## src/rtl/dp_ram_pkg.sv

```systemverilog
// Shared types and constants for the dual-port RAM with zero-fill clear.
package dp_ram_pkg;

    typedef enum logic {
        IDLE  = 1'b0,
        CLEAR = 1'b1
    } state_t;

    localparam int unsigned RD_FIRST = 0;
    localparam int unsigned WR_FIRST = 1;

endpackage

```

## src/rtl/dp_ram_outreg.sv

```systemverilog
// Optional output pipeline stage: registers data and valid, holds data while valid is low.
module dp_ram_outreg #(
    parameter int unsigned DATA_SIZE = 8
) (
    input  logic                 clk,
    input  logic                 reset,
    input  logic [DATA_SIZE-1:0] i_data,
    input  logic                 i_valid,
    output logic [DATA_SIZE-1:0] o_data,
    output logic                 o_valid
);

    logic [DATA_SIZE-1:0] r_data;
    logic                 r_valid;

    always_ff @(posedge clk or posedge reset) begin
        if (reset) begin
            r_data  <= '0;
            r_valid <= 1'b0;
        end else begin
            r_valid <= i_valid;
            if (i_valid) begin
                r_data <= i_data;
            end
        end
    end

    assign o_data  = r_data;
    assign o_valid = r_valid;

endmodule

```

## src/rtl/dp_ram_clr.sv

```systemverilog
// Dual-port RAM (port A read/write with byte enables, port B read-only) with a
// zero-fill clear engine that also runs automatically out of reset.
module dp_ram_clr
    import dp_ram_pkg::*;
#(
    parameter int unsigned ADDR_SIZE = 4,
    parameter int unsigned DATA_SIZE = 8,
    parameter int unsigned RD_MODE   = RD_FIRST,
    parameter int unsigned OUT_REG   = 0
) (
    input  logic                   clk,
    input  logic                   reset,
    input  logic                   clear,
    output logic                   busy,
    input  logic                   en_A,
    input  logic                   w_e_A,
    input  logic [DATA_SIZE/8-1:0] be_A,
    input  logic [ADDR_SIZE-1:0]   addr_A,
    input  logic [DATA_SIZE-1:0]   data_in_A,
    output logic [DATA_SIZE-1:0]   data_out_A,
    output logic                   valid_A,
    input  logic                   en_B,
    input  logic [ADDR_SIZE-1:0]   addr_B,
    output logic [DATA_SIZE-1:0]   data_out_B,
    output logic                   valid_B
);

    localparam int unsigned DEPTH = 2**ADDR_SIZE;
    localparam int unsigned NB    = DATA_SIZE / 8;

    logic [DATA_SIZE-1:0] r_mem [DEPTH];

    state_t               r_state;
    state_t               w_state_nxt;
    logic [ADDR_SIZE-1:0] r_cnt;
    logic [ADDR_SIZE-1:0] w_cnt_nxt;

    logic                 w_acc_A;
    logic                 w_wr_A;
    logic                 w_acc_B;
    logic                 w_coll;
    logic [DATA_SIZE-1:0] w_old_A;
    logic [DATA_SIZE-1:0] w_old_B;
    logic [DATA_SIZE-1:0] w_merged;
    logic [DATA_SIZE-1:0] w_rd_A;
    logic [DATA_SIZE-1:0] w_rd_B;

    logic                 r_vld_A;
    logic                 r_vld_B;
    logic [DATA_SIZE-1:0] r_dat_A;
    logic [DATA_SIZE-1:0] r_dat_B;

    always_ff @(posedge clk or posedge reset) begin
        if (reset) begin
            r_state <= CLEAR;
            r_cnt   <= '0;
        end else begin
            r_state <= w_state_nxt;
            r_cnt   <= w_cnt_nxt;
        end
    end

    // A clear request while already clearing restarts the sweep from address 0.
    always_comb begin
        w_state_nxt = r_state;
        w_cnt_nxt   = r_cnt;
        case (r_state)
            IDLE: begin
                if (clear) begin
                    w_state_nxt = CLEAR;
                    w_cnt_nxt   = '0;
                end
            end
            CLEAR: begin
                if (clear) begin
                    w_cnt_nxt = '0;
                end else if (&r_cnt) begin
                    w_state_nxt = IDLE;
                    w_cnt_nxt   = '0;
                end else begin
                    w_cnt_nxt = r_cnt + ADDR_SIZE'(1);
                end
            end
            default: begin
                w_state_nxt = CLEAR;
                w_cnt_nxt   = '0;
            end
        endcase
    end

    assign busy = (r_state == CLEAR);

    assign w_acc_A = en_A & ~busy;
    assign w_wr_A  = w_acc_A & w_e_A;
    assign w_acc_B = en_B & ~busy;
    assign w_coll  = w_wr_A && (addr_A == addr_B);
    assign w_old_A = r_mem[addr_A];
    assign w_old_B = r_mem[addr_B];

    always_comb begin
        w_merged = w_old_A;
        for (int unsigned i = 0; i < NB; i++) begin
            if (be_A[i]) begin
                w_merged[8*i +: 8] = data_in_A[8*i +: 8];
            end
        end
    end

    assign w_rd_A = (RD_MODE == WR_FIRST && w_wr_A) ? w_merged : w_old_A;
    assign w_rd_B = (RD_MODE == WR_FIRST && w_coll) ? w_merged : w_old_B;

    // Clear sweep owns the write port while busy; user accesses are dropped.
    always_ff @(posedge clk) begin
        if (busy) begin
            r_mem[r_cnt] <= '0;
        end else if (w_wr_A) begin
            r_mem[addr_A] <= w_merged;
        end
    end

    always_ff @(posedge clk or posedge reset) begin
        if (reset) begin
            r_vld_A <= 1'b0;
            r_vld_B <= 1'b0;
            r_dat_A <= '0;
            r_dat_B <= '0;
        end else begin
            r_vld_A <= w_acc_A;
            r_vld_B <= w_acc_B;
            if (w_acc_A) begin
                r_dat_A <= w_rd_A;
            end
            if (w_acc_B) begin
                r_dat_B <= w_rd_B;
            end
        end
    end

    generate
        if (OUT_REG == 1) begin : g_outreg
            dp_ram_outreg #(.DATA_SIZE(DATA_SIZE)) u_out_A (
                .clk     (clk),
                .reset   (reset),
                .i_data  (r_dat_A),
                .i_valid (r_vld_A),
                .o_data  (data_out_A),
                .o_valid (valid_A)
            );
            dp_ram_outreg #(.DATA_SIZE(DATA_SIZE)) u_out_B (
                .clk     (clk),
                .reset   (reset),
                .i_data  (r_dat_B),
                .i_valid (r_vld_B),
                .o_data  (data_out_B),
                .o_valid (valid_B)
            );
        end else begin : g_direct
            assign data_out_A = r_dat_A;
            assign valid_A    = r_vld_A;
            assign data_out_B = r_dat_B;
            assign valid_B    = r_vld_B;
        end
    endgenerate

endmodule

```

## config.mk

```make
export PLATFORM = sky130hd
export DESIGN_NAME = dp_ram_clr
export DESIGN_NICKNAME = d
export VERILOG_FILES = /design/src/rtl/dp_ram_pkg.sv /design/src/rtl/dp_ram_outreg.sv /design/src/rtl/dp_ram_clr.sv
export SDC_FILE = /design/constraint.sdc
export NUM_CORES = 1
export LEC_CHECK = 0
export CELL_PAD_IN_SITES_DETAIL_PLACEMENT = 1
export CELL_PAD_IN_SITES_GLOBAL_PLACEMENT = 1
export CORE_MARGIN = 2
export CORE_UTILIZATION = 44
export DETAILED_ROUTE_END_ITERATION = 10
export PLACE_DENSITY = 0.81
export SYNTH_ARGS = -nofsm -noshare
export SYNTH_HDL_FRONTEND = slang
export SYNTH_SLANG_ARGS = --single-unit
```

## constraint.sdc

```tcl
create_clock -name clk -period 5.9 [get_ports clk]
set_clock_uncertainty 0.05 [all_clocks]
set_input_delay 0.885 -clock clk [delete_from_list [all_inputs] [get_ports clk]]
set_output_delay 0.885 -clock clk [all_outputs]
set_load 0.02 [all_outputs]
```

**Yosys cells after proc, flatten, opt, wreduce, memory -nomap -nowiden**

Memories as Yosys holds them, arrays and structs flattened. A register that Yosys moved wholly into a read port is not among the register bits.
Cells that the tools add are included.

- Eq/ne operators: 1
- Multiplexer cells: 17
- $add $sub $neg: 1
- Bitwise gates (word level): 4
- Reductions and logical operators: 2

Operators with widths:

| cell | count |
|---|---|
| 2-to-1 mux 4 bit | 4 |
| 2-to-1 mux 8 bit | 2 |
| 2-to-1 mux 1 bit | 9 |
| case mux 4 bit (2 select lines) | 1 |
| OR reduction 8 bit | 1 |
| adder 4 x 1 -> 4 bit (second input constant) | 1 |
| AND reduction 4 bit | 1 |
| bitwise AND 1 bit | 3 |
| != test 2 bit (second input constant) | 1 |
| case mux 1 bit (2 select lines) | 1 |
| NOT 1 bit | 1 |

- Bits in registers: 15
- Bits of input ports: 23
- Word-level logic and storage cells: 31
- Memories kept: 1
- Output and inout bits: 19
- Bits in writable memories: 128

Memory list:

| memory | depth | bits a word | rd ports | clocked after Yosys merged registers in | write ports | line | source |
|---|---|---|---|---|---|---|---|
| r_mem | 16 | 8 | 2 | 1 | 1 | dp_ram_clr.sv:31 | `logic [DATA_SIZE-1:0] r_mem [DEPTH];` |

**Depth between registers and ports, before layout**

- Word-level depth: 8
- Gate-level depth with buffers: 7
- Gate-level depth less buffers: 4

**Worst setup path after synthesis**

OpenSTA, ideal clock, no wires.

- Path kind: in2reg
- Start: input addr_A[0]
- End: memory r_mem[0][0], data pin
- Arrival: 2163 ps
- Cell stages on the path: 7
- Data required time: 5551 ps
- Library setup time: 299 ps
- Setup slack: 3388 ps
- Buffers on the path: 3
- Path through: buf_6 > buf_6 > buf_2 > mux2_1 > o22ai_1 > o22ai_1 > o21a_1

- Longest elaborated chain between the ends: 3

Ends and longest elaborated chain:

| what | line | source |
|---|---|---|
| start, declared | dp_ram_clr.sv:18 | `input logic [ADDR_SIZE-1:0] addr_A,` |
| memory (16 x 8 bit) | -- |  |
| 2-to-1 mux 8 bit | dp_ram_clr.sv:103 | `if (be_A[i]) begin` |
| 2-to-1 mux 8 bit (no line) | -- |  |
| end, declared | dp_ram_clr.sv:31 |  |

No other way between the ends.

**Final worst setup path**

- Start: input addr_A[1]
- End: memory r_mem[2][3], enable pin

- Longest elaborated chain between the ends: 1

Ends and longest elaborated chain:

| what |
|---|
| 2-to-1 mux 4 bit (no line) |

No other way between the ends.

==> results.sh <==
export IMPL_ant_nets=0
export IMPL_vias=4850
export IMPL_cts_buffers=17
export IMPL_synth_edf_count=128
export IMPL_finalCriticalPeriod_ns=3.68
export IMPL_place_hpwl_mm=13.3
export IMPL_std_cell_rows=46
export IMPL_io_pins=42
export IMPL_dr_pass1_iters=5
export IMPL_power_leakage_nw=3.18
export IMPL_clk_pin_slew_ns=0.06
export IMPL_wl_mm=22.1
export IMPL_clockBufferDepth=2
export IMPL_synth_top_area_share=0.535
export IMPL_cp_arrival_ns=3.67
export IMPL_vias_per_cell=6.40
export IMPL_fin_setup_tns_ns=0
export IMPL_drtIter0Drc=596
export IMPL_clock_sinks=151
export IMPL_grt_pass1_vias=5207
export IMPL_post_drt_wl_per_cell_um=29.1
export IMPL_drive_above_1_share=0.149
export IMPL_crit_chain="clkdlybuf4s50_1 -> a31oi_1 -> nor2_1"
export IMPL_met2_usage=0.407
export IMPL_finalHoldViolCount=0
export IMPL_peakVddDrop_v=0.000223
export IMPL_maxCapViolCount=0
export IMPL_dp_cells=726
export IMPL_async_reset_ff_frac=0.152
export IMPL_synth_fp_nets=516
export IMPL_powerDensity_nw_per_um2=302
export IMPL_cts_resized_gates=0
export IMPL_grt_overflow_total=0
export IMPL_max_slew_margin_rel=0.0270
export IMPL_antennaDiodeCount=0
export IMPL_synth_top_area_cell="edfxtp_1"
export IMPL_die_y_um=132
export IMPL_synth_seq_area_share=0.616
export IMPL_critPathLaunchType="input port"
export IMPL_antenna_found_initial=0
export IMPL_cts_setup_buffers=0
export IMPL_avgSynthCellArea_um2=14.6
export IMPL_tightest_slew_ns=1.45
export IMPL_cts_tree="built"
export IMPL_die_area_um2=17400
export IMPL_met3_usage=0.0730
export IMPL_gr_usage_all_layers=0.264
export IMPL_grt_met1_usage=0.344
export IMPL_ys_ff_latch=151
export IMPL_rsz0062_at_grt="false"
export IMPL_ys_warn_count=0
export IMPL_hold_class="reg -> reg"
export IMPL_cp_max_fo=21
export IMPL_io_buffers=41
export IMPL_crit_type="in -> reg"
export IMPL_nNetsFinal=553
export IMPL_synthFlopType="edfxtp_1"
export IMPL_syn_area_um2=7180
export IMPL_drc=0
export IMPL_gp_congestion=0.842
export IMPL_synth_area_leaders="edfxtp_1 (54%), mux2i_1 (10%), dfrtp_1 (7.7%)"
export IMPL_finalSetupViolCount=0
export IMPL_grt_max_degree=65
export IMPL_layout_commonest_cell="edfxtp_1"
export IMPL_crit_path_max_incr_delay_ns=1.26
export IMPL_syn_inst=492
export IMPL_synth_distinct_cells=40
export IMPL_fp_dieW_um=132
export IMPL_area_delta_synth_final_pct=15.8
export IMPL_endpoint_kind="flop"
export IMPL_layout_common_cells="edfxtp_1 (128), mux2i_1 (73), clkdlybuf4s50_1 (39), a22oi_1 (24)"
export IMPL_clock_latency_ns=0.43
export IMPL_final_cells=758
export IMPL_cpMaxStageDelayCell="clkdlybuf4s50_1"
export IMPL_period_share=0.624
export IMPL_fill_cells=1579
export IMPL_core_area_um2=15900
export IMPL_initial_core_util=0.450
export IMPL_cts_htree_levels=4
export IMPL_root_buffer="clkbuf_16"
export IMPL_cp_data_required_time_ns=5.89
export IMPL_cts_hold_buf=0
export IMPL_finalMaxSlewViolations=0
export IMPL_status="complete, no violations"
export IMPL_busiest_layer="met2"
export IMPL_grt_pass1_wl_mm=33.4
export IMPL_timing_fmax_mhz=272
area by class of cell:
cell class	instances	area [um2]	area share
clock buffers	22	454	0.0546
clock inverters	10	103	0.0123
inverters	16	60.1	0.00722
multi-input cells	290	2520	0.303
flip-flops and latches	151	4420	0.531
well taps	216	270	0.0325
repair buffers	53	493	0.0593
cell families (layout without fill, tap and decap cells):
family	Yosys count	after routing	share of synthesized area
compound gates	84	84	0.0744
xor+xnor	2	2	0.00244
fa+ha+maj	1	1	0.00174
buf+inv	51	101	0.0348
flops	151	151	0.616
mux	121	121	0.216
simple gates	82	82	0.0552
Yosys cell counts (5+ instances only):
| master | n |
|---|---|
| edfxtp_1 | 128 |
| mux2i_1 | 73 |
| a22oi_1 | 24 |
| dfrtp_1 | 22 |
| mux4_2 | 22 |
| nor2_1 | 22 |
| a21oi_1 | 19 |
| nand2_1 | 18 |
| nand3_1 | 18 |
| o22ai_1 | 16 |
| clkbuf_1 | 15 |
| buf_2 | 13 |
| mux2_1 | 13 |
| inv_1 | 11 |
| mux2_2 | 11 |
| nand4_1 | 8 |
| o21a_1 | 8 |
| o21ai_0 | 8 |
| a31oi_1 | 6 |
| inv_2 | 5 |
where the power goes:
part           internal [mW]  switching [mW]  leakage, nW
Sequential              1.18          0.0279         1.60
Combinational          0.111           0.149         1.31
Clock                  0.628           0.417        0.271
Total                   1.92           0.593         3.18
state kept, by name (all words and copies together), names as in the netlist:
signal	cells
data_out_B	8
r_cnt	4
data_out_A	8
valid_B	1
busy	1
r_mem	128
valid_A	1
through the flow:
step | power (mW) | area (um2) | hold WS [ns] | util | setup WS (ns)
after detailed placement | 1.49 | 7760 | 0.442 | 0.487 | 1.98
after global routing | 2.58 | 8320 | 0.464 | 0.522 | 2.16
final | 2.52 | 8320 | 0.455 | 0.522 | 2.22
after global placement | 1.48 | 7760 | 0.426 | 0.487 | 2.10
after floorplan | 1.38 | 7180 | 0.521 | - | 3.39
after CTS | 2.52 | 8320 | 0.460 | 0.522 | 2.32
worst max-delay path: cells and delay by family:
family	cells	cell delay (ns)
buffers and inverters	1	1.26
and+or+nand+nor	1	1.05
AOI/OAI and AO/OA	1	0.44
worst paths after layout:
kind                                    start  cells past startpoint  slack [ns]             to
worst min-delay path            data_out_A[5]                      1        0.46  data_out_A[5]
max in group asynchronous               reset                      3        4.67           busy
min in group asynchronous               reset                      3        0.80        valid_A
worst max register to register           busy                      4        2.90    r_mem[2][3]
worst max-delay path                addr_A[1]                      3        2.22    r_mem[2][3]
worst min register to register  data_out_A[5]                      1        0.46  data_out_A[5]
per-layer routing:
| metal | wire, um | share of wire |
|---|---|---|
| met4 | 954 | 0.043 |
| met5 | 0 | 0 |
| met3 | 2000 | 0.091 |
| met1 | 8790 | 0.40 |
| met2 | 10300 | 0.47 |
Note: power is estimated with default switching activity, not from simulation.
